`src/rtl/alu_pkg.sv`:
```
// Shared ALU opcode encodings and the byte-sequencer state encoding.
package alu_pkg;

    localparam logic [5:0] OP_ADD = 6'b100000;
    localparam logic [5:0] OP_SUB = 6'b100010;
    localparam logic [5:0] OP_AND = 6'b100100;
    localparam logic [5:0] OP_OR  = 6'b100101;
    localparam logic [5:0] OP_XOR = 6'b100110;
    localparam logic [5:0] OP_NOR = 6'b100111;
    localparam logic [5:0] OP_SRA = 6'b000011;
    localparam logic [5:0] OP_SRL = 6'b000010;

    localparam logic [2:0] ST_IDLE      = 3'd0;
    localparam logic [2:0] ST_WAIT_B    = 3'd1;
    localparam logic [2:0] ST_WAIT_OP   = 3'd2;
    localparam logic [2:0] ST_EXEC      = 3'd3;
    localparam logic [2:0] ST_SEND      = 3'd4;
    localparam logic [2:0] ST_WAIT_TX   = 3'd5;
    localparam logic [2:0] ST_SEND_C    = 3'd6;
    localparam logic [2:0] ST_WAIT_TX_C = 3'd7;

    // States in which an incoming RX byte is consumed rather than dropped
    function automatic logic rx_open(input logic [2:0] st);
        return (st == ST_IDLE) || (st == ST_WAIT_B) || (st == ST_WAIT_OP);
    endfunction

endpackage

```
`src/rtl/alu_ctrl_timer.sv`:
```
// Inter-byte watchdog: counts while enabled, flags expiry at TIMEOUT-1; TIMEOUT=0 disables it.
module alu_ctrl_timer #(
    parameter int TIMEOUT = 50000
) (
    input  logic clk,
    input  logic rst_n,
    input  logic clr,
    input  logic en,
    output logic expire
);

    localparam int TW = (TIMEOUT > 0) ? $clog2(TIMEOUT + 1) : 1;

    logic [TW-1:0] cnt_r;

    // Cycle counter, restarted by every accepted byte and while idle
    always_ff @(posedge clk or negedge rst_n) begin
        if (!rst_n) begin
            cnt_r <= '0;
        end else if (clr) begin
            cnt_r <= '0;
        end else if (en && (TIMEOUT != 0)) begin
            cnt_r <= cnt_r + TW'(1);
        end
    end

    assign expire = (TIMEOUT != 0) && en && (cnt_r == TW'(TIMEOUT - 1));

endmodule

```
`src/rtl/alu_uart_ctrl.sv`:
```
// Byte-stream sequencer: gathers A, B, opcode from RX, latches the ALU result and returns it on TX.
// Optional feature macro: ALU_CTRL_CARRY_TX_EN (appends a carry byte after the result byte).
module alu_uart_ctrl
    import alu_pkg::*;
#(
    parameter int SIZEDATA = 8,
    parameter int SIZEOP   = 6,
    parameter int TIMEOUT  = 50000
) (
    input  logic                CLK,
    input  logic                RESET_N,
    input  logic [SIZEDATA-1:0] RX_DATA,
    input  logic                RX_VALID,
    input  logic                TX_BUSY,
    output logic [SIZEDATA-1:0] TX_DATA,
    output logic                TX_START,
    output logic [SIZEDATA-1:0] DATOA,
    output logic [SIZEDATA-1:0] DATOB,
    output logic [SIZEOP-1:0]   OPCODE,
    input  logic [SIZEDATA-1:0] ALU_RESULT,
    input  logic                ALU_CARRY,
    output logic                BUSY,
    output logic                TIMEOUT_ERR,
    output logic                OVERRUN
);

    logic [2:0]          state_r;
    logic [2:0]          state_next_s;
    logic                accept_s;
    logic                tx_fire_s;
    logic [SIZEDATA-1:0] tx_byte_s;
    logic                expire_s;
    logic                timeout_s;
    logic                overrun_s;
    logic                guard_r;
    logic [SIZEDATA-1:0] res_r;
    logic [SIZEDATA-1:0] datoa_r;
    logic [SIZEDATA-1:0] datob_r;
    logic [SIZEOP-1:0]   opcode_r;
    logic [SIZEDATA-1:0] tx_data_r;
    logic                tx_start_r;
    logic                busy_r;
    logic                timeout_err_r;
    logic                overrun_r;
`ifdef ALU_CTRL_CARRY_TX_EN
    logic                cry_r;
`else
    logic                unused_s;
    assign unused_s = ALU_CARRY;
`endif

    alu_ctrl_timer #(.TIMEOUT(TIMEOUT)) u_timer (
        .clk    (CLK),
        .rst_n  (RESET_N),
        .clr    (accept_s || (state_r == ST_IDLE)),
        .en     ((state_r == ST_WAIT_B) || (state_r == ST_WAIT_OP)),
        .expire (expire_s)
    );

    // A byte arriving on the expiry cycle is accepted and suppresses the timeout
    assign timeout_s = expire_s && !RX_VALID;
    assign overrun_s = RX_VALID && !rx_open(state_r);

    // Next-state, byte acceptance and transmit launch decode
    always_comb begin
        state_next_s = state_r;
        accept_s     = 1'b0;
        tx_fire_s    = 1'b0;
        tx_byte_s    = res_r;
        case (state_r)
            ST_IDLE: begin
                if (RX_VALID) begin
                    state_next_s = ST_WAIT_B;
                    accept_s     = 1'b1;
                end else begin
                    state_next_s = ST_IDLE;
                end
            end
            ST_WAIT_B: begin
                if (RX_VALID) begin
                    state_next_s = ST_WAIT_OP;
                    accept_s     = 1'b1;
                end else if (expire_s) begin
                    state_next_s = ST_IDLE;
                end else begin
                    state_next_s = ST_WAIT_B;
                end
            end
            ST_WAIT_OP: begin
                if (RX_VALID) begin
                    state_next_s = ST_EXEC;
                    accept_s     = 1'b1;
                end else if (expire_s) begin
                    state_next_s = ST_IDLE;
                end else begin
                    state_next_s = ST_WAIT_OP;
                end
            end
            ST_EXEC: begin
                state_next_s = ST_SEND;
            end
            ST_SEND: begin
                if (!TX_BUSY) begin
                    state_next_s = ST_WAIT_TX;
                    tx_fire_s    = 1'b1;
                end else begin
                    state_next_s = ST_SEND;
                end
            end
            ST_WAIT_TX: begin
                if (!guard_r && !TX_BUSY) begin
`ifdef ALU_CTRL_CARRY_TX_EN
                    state_next_s = ST_SEND_C;
`else
                    state_next_s = ST_IDLE;
`endif
                end else begin
                    state_next_s = ST_WAIT_TX;
                end
            end
`ifdef ALU_CTRL_CARRY_TX_EN
            ST_SEND_C: begin
                tx_byte_s = {{(SIZEDATA-1){1'b0}}, cry_r};
                if (!TX_BUSY) begin
                    state_next_s = ST_WAIT_TX_C;
                    tx_fire_s    = 1'b1;
                end else begin
                    state_next_s = ST_SEND_C;
                end
            end
            ST_WAIT_TX_C: begin
                if (!guard_r && !TX_BUSY) begin
                    state_next_s = ST_IDLE;
                end else begin
                    state_next_s = ST_WAIT_TX_C;
                end
            end
`endif
            default: begin
                state_next_s = ST_IDLE;
            end
        endcase
    end

    // State, operand, result and output registers; every output is driven from a flop
    always_ff @(posedge CLK or negedge RESET_N) begin
        if (!RESET_N) begin
            state_r       <= ST_IDLE;
            guard_r       <= 1'b0;
            res_r         <= '0;
            datoa_r       <= '0;
            datob_r       <= '0;
            opcode_r      <= '0;
            tx_data_r     <= '0;
            tx_start_r    <= 1'b0;
            busy_r        <= 1'b0;
            timeout_err_r <= 1'b0;
            overrun_r     <= 1'b0;
`ifdef ALU_CTRL_CARRY_TX_EN
            cry_r         <= 1'b0;
`endif
        end else begin
            state_r       <= state_next_s;
            busy_r        <= (state_next_s != ST_IDLE);
            guard_r       <= tx_fire_s;
            tx_start_r    <= tx_fire_s;
            timeout_err_r <= timeout_s;
            overrun_r     <= overrun_s;
            if (accept_s) begin
                case (state_r)
                    ST_IDLE:    datoa_r  <= RX_DATA;
                    ST_WAIT_B:  datob_r  <= RX_DATA;
                    ST_WAIT_OP: opcode_r <= RX_DATA[SIZEOP-1:0];
                    default:    datoa_r  <= datoa_r;
                endcase
            end
            if (state_r == ST_EXEC) begin
                res_r <= ALU_RESULT;
`ifdef ALU_CTRL_CARRY_TX_EN
                cry_r <= ALU_CARRY;
`endif
            end
            if (tx_fire_s) begin
                tx_data_r <= tx_byte_s;
            end
        end
    end

    assign TX_DATA     = tx_data_r;
    assign TX_START    = tx_start_r;
    assign DATOA       = datoa_r;
    assign DATOB       = datob_r;
    assign OPCODE      = opcode_r;
    assign BUSY        = busy_r;
    assign TIMEOUT_ERR = timeout_err_r;
    assign OVERRUN     = overrun_r;

endmodule

```
`config.mk`:
```
export PLATFORM = sky130hd
export DESIGN_NAME = alu_uart_ctrl
export DESIGN_NICKNAME = d
export VERILOG_FILES = /design/src/rtl/alu_pkg.sv /design/src/rtl/alu_ctrl_timer.sv /design/src/rtl/alu_uart_ctrl.sv
export SDC_FILE = /design/constraint.sdc
export NUM_CORES = 1
export LEC_CHECK = 0
export ABC_AREA = 1
export BUFFER_PORTS_ARGS = -buffer_cell sky130_fd_sc_hd__buf_4
export CAP_MARGIN = 5
export CORE_MARGIN = 8
export CORE_UTILIZATION = 54
export CTS_CLUSTER_DIAMETER = 40
export DETAILED_ROUTE_END_ITERATION = 12
export MAX_ROUTING_LAYER = met4
export PLACE_DENSITY = 0.78
export SYNTH_ARGS = -nofsm -noshare
export SYNTH_HDL_FRONTEND = slang
export SYNTH_SLANG_ARGS = --single-unit
```
`constraint.sdc`:
```
create_clock -name CLK -period 1.8 [get_ports CLK]
set_input_delay 0.27 -clock CLK [delete_from_list [all_inputs] [get_ports CLK]]
set_output_delay 0.27 -clock CLK [all_outputs]
set_load 0.01 [all_outputs]
```
# After elaboration in Yosys (flattened, before gate mapping)
# Index checks and enable logic that the tools add are counted.
dict set report word_totals {
  reg_bits 61
  in_bits 21
  output_inout_bits 34
  wordCells 51
}
dict set report op_classes {
  addsub 1
  n_eq_ne 6
  n_mux 14
  n_reduce_logical 19
}
# operator n
set op_table {}
lappend op_table {{$mux 16} 2}
lappend op_table {{$pmux 3 s6} 1}
lappend op_table {{$add 16x1->16 const B} 1}
lappend op_table {{$eq 16x16->1 const B} 1}
lappend op_table {{$mux 1} 7}
lappend op_table {{$eq 3x2->1 const B} 2}
lappend op_table {{$eq 3x3->1 const B} 2}
lappend op_table {{$mux 2} 3}
lappend op_table {{$reduce_and 2->1} 3}
lappend op_table {{$logic_and 1x1->1} 4}
lappend op_table {{$logic_not 1->1} 4}
lappend op_table {{$logic_or 1x1->1} 4}
lappend op_table {{$eq 3x1->1 const B} 1}
lappend op_table {{$logic_not 3->1} 1}
lappend op_table {{$mux 3} 1}
lappend op_table {{$reduce_bool 3->1} 1}
lappend op_table {{$reduce_or 3->1} 1}
lappend op_table {{$reduce_bool 2->1} 1}

# Longest topological paths before layout
# Gate-level depths: netlist of the first run.
dict set report depth {
  ltp_word 7
  mapped_depth 10
  ltp_nobuf 9
}

# By module
# Synthesis of the first run repeated with hierarchy kept, for this count alone.
dict set report hier_totals {
  cells_unflattened 310
  hier_area_um2 2777.7
}
# mod instances cells_per_inst area_per_inst_um2 seq_area_each_um2
set modules_own_cells {}
lappend modules_own_cells {alu_uart_ctrl 1 181 1830.5 1126.1}
lappend modules_own_cells {alu_ctrl_timer 1 129 947.2 400.4}

# Worst setup path before layout of the first run
# No wires, ideal clock.
dict set report synth_path {
  path_kind {register to register}
  start {register state_r[2]}
  end {register u_timer.cnt_r[0]}
  setup_time_ns 0.128
  arrival_ns 1.157
  t_required_ns 1.672
  setup_slack_ns 0.515
  path_stages_with_launch 9
  path_buffers 2
  synth_period_minus_slack_ns 1.285
  path_cell_list {dfrtp_1 > buf_4 > a21oi_1 > nand2_1 > nand2_1 > inv_2 > buf_4 > nand3_1 > o21ai_0}
}
dict set report synth_via {
  elab_chain_len 5
  word_cells_on_any_way 9
  cone_classes {eq/ne (2); mux (2); reduce/logical (5)}
}
# element line
set synth_lines {}
lappend synth_lines {{start, declared} alu_uart_ctrl.sv:27} ;# logic [2:0] state_r;
lappend synth_lines {{start signal, assigned} alu_uart_ctrl.sv:163} ;# state_r <= state_next_s;
lappend synth_lines {{$eq 3x1->1, or another cell as far along} {alu_uart_ctrl.sv:56, alu_uart_ctrl.sv:70}}
lappend synth_lines {{$reduce_or 3->1 (no line)} -}
lappend synth_lines {{$mux 1} -}
lappend synth_lines {{$logic_or 1x1->1} alu_uart_ctrl.sv:55} ;# .clr (accept_s || (state_r == ST_IDLE)),
lappend synth_lines {{$mux 16 / $reduce_bool 2->1 (equally long branches)} -}
lappend synth_lines {{end signal, assigned} alu_ctrl_timer.sv:23} ;# cnt_r <= cnt_r + TW'(1);
lappend synth_lines {{end, declared} alu_ctrl_timer.sv:14} ;# logic [TW-1:0] cnt_r;
# Parallel ways exist; a longest one is shown, timed or not.
# A chain may end at the register's enable or synchronous reset.

# Worst setup path in the final report of the first run
dict set report layout_path {
  start {register state_r[0]}
  end {register datoa_r[5], in the netlist DATOA[5]}
}
dict set report layout_via {
  elab_chain_len 4
  word_cells_on_any_way 6
  cone_classes {eq/ne (2); mux (1); reduce/logical (3)}
}
# element line
set layout_lines {}
lappend layout_lines {{$eq 3x1->1, or another cell as far along} alu_uart_ctrl.sv:70} ;# case (state_r)
lappend layout_lines {{$reduce_or 3->1 (no line)} -}
lappend layout_lines {{$mux 1} -}
lappend layout_lines {{$reduce_and 2->1 (no line) (*)} -}
lappend layout_lines {{end signal, assigned} alu_uart_ctrl.sv:174} ;# default: datoa_r <= datoa_r;
lappend layout_lines {{end, declared} alu_uart_ctrl.sv:37} ;# logic [SIZEDATA-1:0] datoa_r;
# Mark *: on every way between the ends. The rest lies on a longest branch, timed or not.

==> out/qor.txt, run 1 <==
DP HPWL = 4.49 mm
maximum VDD drop = 0.00107 V
H-Tree Depth = 3
most common library cells after synthesis = nand2_1, dfrtp_1, inv_1, o21ai_0, nor2_1
Placed Instances = 459
clock net sink count = 61
Synth Warn # = 0
Post-CTS Setup Inserts = 0
crit path DAT = 1.73 ns
Syn Area/Cell = 8.15 um^2
Fillers = 424
mapped cell area = 0.00276 mm^2
# rows = 26
sequential share of the synthesized area = 55.3%
DIE AREA = 0.00766 mm^2
Leakage = 1.75 nW
Critical Path Stages = 6
PwrDens = 1450 mW/mm^2
EDFF count, synth = 0
Max stage delay on crit path = 0.46 ns
WL/cell = 13.1 um
Worst path top cell family by delay = simple AND/OR/NAND/NOR gates
Synth area leaders = dfrtp_1, nand2_1, o21ai_0
max frequency = 658 MHz
router iterations before antenna repair = 4
DR iter-0 viols = 103
routed vias = 2348
Reg2Reg Depth = 6
Final Wtd Congestion = 0.863
CTS Hold Buffers Added = 0
layout cells sized above 1 = 20.8%
largest net degree at the start of global routing = 62
grt ovf = 0
Yosys top cell by area = dfrtp_1
syn nets = 361
first-pass GRT wire length = 10.5 mm
Final ANT Viol Nets = 0
post-route core utilization = 68.3%
TritonCTS buffer count = 9
IO buf count = 53
measured slew at the worst slew-check pin = 0.743 ns
CTS tree = done
final hold vios = 5
Critical Path RT = 2.01 ns
# IOs = 55
Antenna Cells = 0
Initial Util = 55.1%
DRC = 0
Slew Limit Fails = 0
Yosys top cell area share = 55.3%
post-route minimum period = 1.52 ns
RSZ-0062 raised after global routing = false
post-layout instance area = 0.00342 mm^2
initial antenna violation count = 0
failing checks = hold timing
CP max-delay cell = dfrtp_1
buffers and inverters on the worst path = 1
Post-Syn Instances = 339
Core ar. = 0.00501 mm^2
vias in the first global route = 2347
Setup Skew = 0.00371 ns
cts repair resizes = 0
crit end category = flop
Clock transition at path regs = 0.07 ns
Main synth FF type = dfrtp_1
placed cell area = 0.00324 mm^2
HP Class = primary input to async pin
Crit Path Class = flop to flop
Area growth syn-to-layout = 23.9%
final setup fails = 0
die height = 87.5 um
crit path cell chain = nor2_1, nand2_1, nor2_1, inv_1, nand2_1, o21ai_0
deepest clock path buffer count = 2
run status = finished, violations left
vias per cell = 4.95
worst skew pair latency = 0.34 ns
startpoint types = flop
Slew HR = 50.5%
FFs w/ async S/R, synth = 100%
CTS root buf = clkbuf_8
DRT Wirelength = 6.21 mm
post-synth cell types = 26
final hold slack = -0.0108 ns
setup TNS = 0 ns
Die Width = 87.5 um
Max-cap violations = 0
most frequent cell after synthesis = nand2_1
number of synthesized register bits = 61
part of the cycle the worst path needs = 84.5%
Total GRT Usage = 18.3%
Nets = 422
fin cells = 474
CP max FO = 16
-- worst register-to-register path, stage by stage, from the launching register on --
cell     delay [ns]
dfrtp_1        0.46
nor2_1         0.23
nand2_1        0.10
nor2_1         0.16
inv_1          0.23
nand2_1        0.13
o21ai_0        0.08
-- sequential cells by signal, indices dropped and copies added, names as in the netlist --
signal and flops:
state_r 3, u_timer.cnt_r 16, res_r 8, DATOB 8, TX_START 1, TIMEOUT_ERR 1, BUSY 1, OVERRUN 1
TX_DATA 8, OPCODE 6, DATOA 8
-- report_power, final --
part	switching [mW]	internal, mW	total [mW]	leakage, nW
combinational	0.977	0.748	1.73	0.873
sequential	0.289	1.84	2.12	0.787
clock	0.512	0.601	1.11	0.0905
total	1.78	3.19	4.96	1.75
-- cells in the final DEF, fill, tap and decap left out, types with 5 or more instances in the layout --
cell      count
a21oi_1       7
buf_4        58
clkbuf_8     12
dfrtp_1      61
inv_1        46
nand2_1      95
nand3_1      13
nand4_1       7
nor2_1       38
nor3_1        5
o21ai_0      43
-- final timing paths --
check	startpoint	endpoint	slack, ns
max	state_r[0]$_DFF_PN0_	DATOA[5]$_DFFE_PN0P_	0.28
min	RESET_N	u_timer.cnt_r[5]$_DFFE_PN0P_	-0.01
max reg2reg	state_r[0]$_DFF_PN0_	DATOA[5]$_DFFE_PN0P_	0.28
min reg2reg	DATOB[5]$_DFFE_PN0P_	DATOB[5]$_DFFE_PN0P_	0.49
max in group asynchronous	RESET_N	DATOA[6]$_DFFE_PN0P_	1.31
min in group CLK	ALU_RESULT[6]	res_r[6]$_DFFE_PN0N_	0.13
-- per-stage QoR --
stage / setup slack, ns / power, mW
finish: 0.280 / 4.96
global route: 0.0465 / 5.30
CTS: 0.283 / 5.02
detailed placement: 0.300 / 3.88
global placement: 0.346 / 3.80
floorplan: 0.515 / 3.03
-- per-layer routing --
metal | up-vias | part of all wire, % | track usage, %
met5 | - | 0 | -
met4 | 0 | 1.6 | 7.81
met3 | 11 | 4.0 | 5.57
met2 | 45 | 51 | 29.2
met1 | 1107 | 44 | 20.8
li1 | 1185 | - | -
-- logic make-up (layout without fill, tap and decap cells) --
logic type      Yosys count  count (layout)  synth area share, %
xor+xnor                  1               1                0.317
flops                    61              61                 55.3
compound gates           52              52                 9.60
simple gates            168             168                 26.0
buf+inv                  56             121                 8.33
fa+ha+maj                 1               1                0.453
-- area by class of cell --
class	instances	area, um^2	area share [%]
Clock buffer	12	165	4.83
Clock inverter	3	20.0	0.585
Inverter	48	181	5.30
Multi-Input combinational cell	222	1010	29.4
Sequential cell	61	1530	44.6
Tap cell	70	87.6	2.56
Timing Repair Buffer	58	435	12.7
Note: power is estimated with default switching activity, not from simulation.
==> run 2, diff against run 1 <==
- ABC_AREA: 1 -> 0
- CORE_UTILIZATION: 54 -> 48
- PLACE_DENSITY: 0.78 -> 0.74
- clock period: 1.8 -> 1.2 ns (I/O delays scaled with it)
==> out/qor.txt, run 2 <==
Syn Area/Cell = 12.9 um^2 (was 8.15 um^2)
Post-Syn Instances = 202 (was 339)
Synth area leaders = dfrtp_1, mux2_2, xor2_1 (was dfrtp_1, nand2_1, o21ai_0)
most flop-heavy register = u_timer.cnt_r (unchanged)
most frequent cell after synthesis = dfrtp_1 (was nand2_1)
# rows = 27 (was 26)
max frequency = 575 MHz (was 658 MHz)
sequential share of the synthesized area = 58.6% (was 55.3%)
Nets = 344 (was 422)
number of flip-flops in the largest register = 16 (unchanged)
CP max-delay cell = a2111o_1 (was dfrtp_1)
FFs w/ async S/R, synth = 100% (unchanged)
vias in the first global route = 2307 (was 2347)
DP HPWL = 4.59 mm (was 4.49 mm)
Area growth syn-to-layout = 59.1% (was 23.9%)
clock net sink count = 61 (unchanged)
CP max FO = 3 (was 16)
mapped cell area = 0.00261 mm^2 (was 0.00276 mm^2)
part of the cycle the worst path needs = 145% (was 84.5%)
CTS root buf = clkbuf_8 (unchanged)
pre-CTS WS = -0.558 ns (was 0.300 ns)
CTS tree = done (unchanged)
Die Width = 89.7 um (was 87.5 um)
IO buf count = 53 (unchanged)
Worst Setup Slack, final = -0.538 ns (was 0.280 ns)
PwrDens = 2270 mW/mm^2 (was 1450 mW/mm^2)
Placed Instances = 373 (was 459)
layout cells sized above 1 = 65.4% (was 20.8%)
Clock transition at path regs = 0.07 ns (about the same)
Final Wtd Congestion = 0.860 (was 0.863)
DRT Wirelength = 7.11 mm (was 6.21 mm)
Yosys top cell area share = 58.6% (was 55.3%)
grt ovf = 0 (unchanged)
final setup fails = 59 (was 0)
deepest clock path buffer count = 2 (unchanged)
# IOs = 55 (unchanged)
setup TNS = -17.49 ns (was 0 ns)
Crit Path Class = flop to flop (unchanged)
final hold slack = 0.0691 ns (was -0.0108 ns)
Antenna Cells = 0 (unchanged)
Leakage = 1.93 nW (was 1.75 nW)
H-Tree Depth = 3 (unchanged)
worst skew pair latency = 0.34 ns (about the same)
Synth Warn # = 0 (unchanged)
DIE AREA = 0.00804 mm^2 (was 0.00766 mm^2)
commonest non-fill, non-tap cell in the layout = buf_4 (was nand2_1)
Worst path top cell family by delay = simple AND/OR/NAND/NOR gates (unchanged)
Critical path origin = u_timer.cnt_r[1]$_DFFE_PN0P_ (was state_r[0]$_DFF_PN0_)
Core ar. = 0.00537 mm^2 (was 0.00501 mm^2)
start of the worst register-to-register path = u_timer.cnt_r[1]$_DFFE_PN0P_ (was state_r[0]$_DFF_PN0_)
most frequent cells in the layout = buf_4, dfrtp_1, mux2_4, buf_6, clkbuf_8 (was nand2_1, dfrtp_1, buf_4, inv_1, o21ai_0)
failing checks = setup timing (was hold timing)
Main synth FF type = dfrtp_1 (unchanged)
Slew HR = 79.4% (was 50.5%)
Max-cap violations = 0 (unchanged)
Yosys top cell by area = dfrtp_1 (unchanged)
maximum VDD drop = 0.00169 V (was 0.00107 V)
DRC = 0 (unchanged)
Setup Skew = 0.00964 ns (was 0.00371 ns)
post-route minimum period = 1.74 ns (was 1.52 ns)
crit path DAT = 1.97 ns (was 1.73 ns)
Initial Util = 48.5% (was 55.1%)
WL/cell = 17.8 um (was 13.1 um)
buffers and inverters on the worst path = 0 (was 1)
number of synthesized register bits = 61 (unchanged)
routed vias = 2082 (was 2348)
Final ANT Viol Nets = 0 (unchanged)
post-synth cell types = 39 (was 26)
syn nets = 224 (was 361)
Slew Limit Fails = 0 (unchanged)
DR iter-0 viols = 49 (was 103)
run status = finished, violations left (unchanged)
vias per cell = 5.22 (was 4.95)
largest net degree at the start of global routing = 42 (was 62)
first-pass GRT wire length = 11.4 mm (was 10.5 mm)
fin cells = 399 (was 474)
hold path start = ALU_RESULT[0]
TritonCTS buffer count = 9 (unchanged)
die height = 89.7 um (was 87.5 um)
Critical Path RT = 1.43 ns (was 2.01 ns)
EDFF count, synth = 0 (unchanged)
final hold vios = 0 (was 5)
startpoint types = flop (unchanged)
HP Class = primary input to flop (was primary input to async pin)
crit path cell chain = ha_2, and3_4, nand4_4, a2111o_1, or3b_1 (was nor2_1, nand2_1, nor2_1, inv_1, nand2_1, o21ai_0)
Max stage delay on crit path = 0.40 ns (was 0.46 ns)
RSZ-0062 raised after global routing = true (was false)
crit end category = flop (unchanged)
most common library cells after synthesis = dfrtp_1, mux2_2, nor2_1, a21oi_1, nand2_1 (was nand2_1, dfrtp_1, inv_1, o21ai_0, nor2_1)
Total GRT Usage = 19.8% (was 18.3%)
measured slew at the worst slew-check pin = 0.310 ns (was 0.743 ns)
router iterations before antenna repair = 4 (unchanged)
initial antenna violation count = 0 (unchanged)
[run 2: path summary, 6_finish.rpt]
path | cells after the start | slack [ns] | endpoint
max in group asynchronous | 3 | 0.42 | state_r[0]$_DFF_PN0_
worst min register to register | 1 | 0.51 | TX_DATA[3]$_DFFE_PN0P_
worst min-delay path | 2 | 0.07 | res_r[0]$_DFFE_PN0N_
min in group asynchronous | 2 | 0.26 | u_timer.cnt_r[13]$_DFFE_PN0P_
worst max-delay path | 5 | -0.54 | BUSY$_DFF_PN0_
worst max register to register | 5 | -0.54 | BUSY$_DFF_PN0_
[run 2: timing repair]
action | 4_1_cts | 5_1_grt
gates resized for setup | 64 | 24
buffers inserted | 5 | 4
setup endpoints to repair | 59 | 61
hold buffers | 1 | 0
pin swaps | 18 | 13
endpoints found under the hold margin | 20 | 0
gates cloned | 1 | 0
[run 2: final cells by class]
class	count	area, um^2
Sequential cell	61	1530
Multi-Input combinational cell	128	1350
Fill cell	293	1220
Timing Repair Buffer	117	972
Clock buffer	11	141
Tap cell	72	90.1
Clock inverter	5	50.0
Inverter	5	18.8
[run 2: metal layers]
layer / GRT usage (%) / wire [um]
met1: 21.5 / 2840
met2: 34.0 / 3910
met3: 5.19 / 218
met4: 7.85 / 148
met5: - / 0
[run 2: worst register-to-register path, cell delays in order, from the launching register on]
cell,delay (ns)
dfrtp_1,0.37
ha_2,0.20
and3_4,0.21
nand4_4,0.10
a2111o_1,0.40
or3b_1,0.35
[run 2: power breakdown]
group	internal, mW	switching [mW]
Combinational	2.55	1.69
Sequential	2.83	0.536
Clock	1.00	0.799
[run 2: kinds of logic after synthesis]
family | after synthesis | synth area share [%]
xor+xnor | 6 | 2.02
mux | 38 | 16.4
flops | 61 | 58.6
compound gates | 25 | 6.29
fa+ha+maj | 2 | 0.864
simple gates | 57 | 13.4
buf+inv | 13 | 2.40
[run 2: per-stage QoR]
stage	util (%)	area (um^2)	power (mW)
6_report	77.2	4150	9.41
5_1_grt	77.2	4150	9.85
4_1_cts	75.0	4030	9.23
3_5_place_dp	65.6	3520	6.70
3_3_place_gp	65.6	3520	6.55
2_1_floorplan	-	2670	5.01
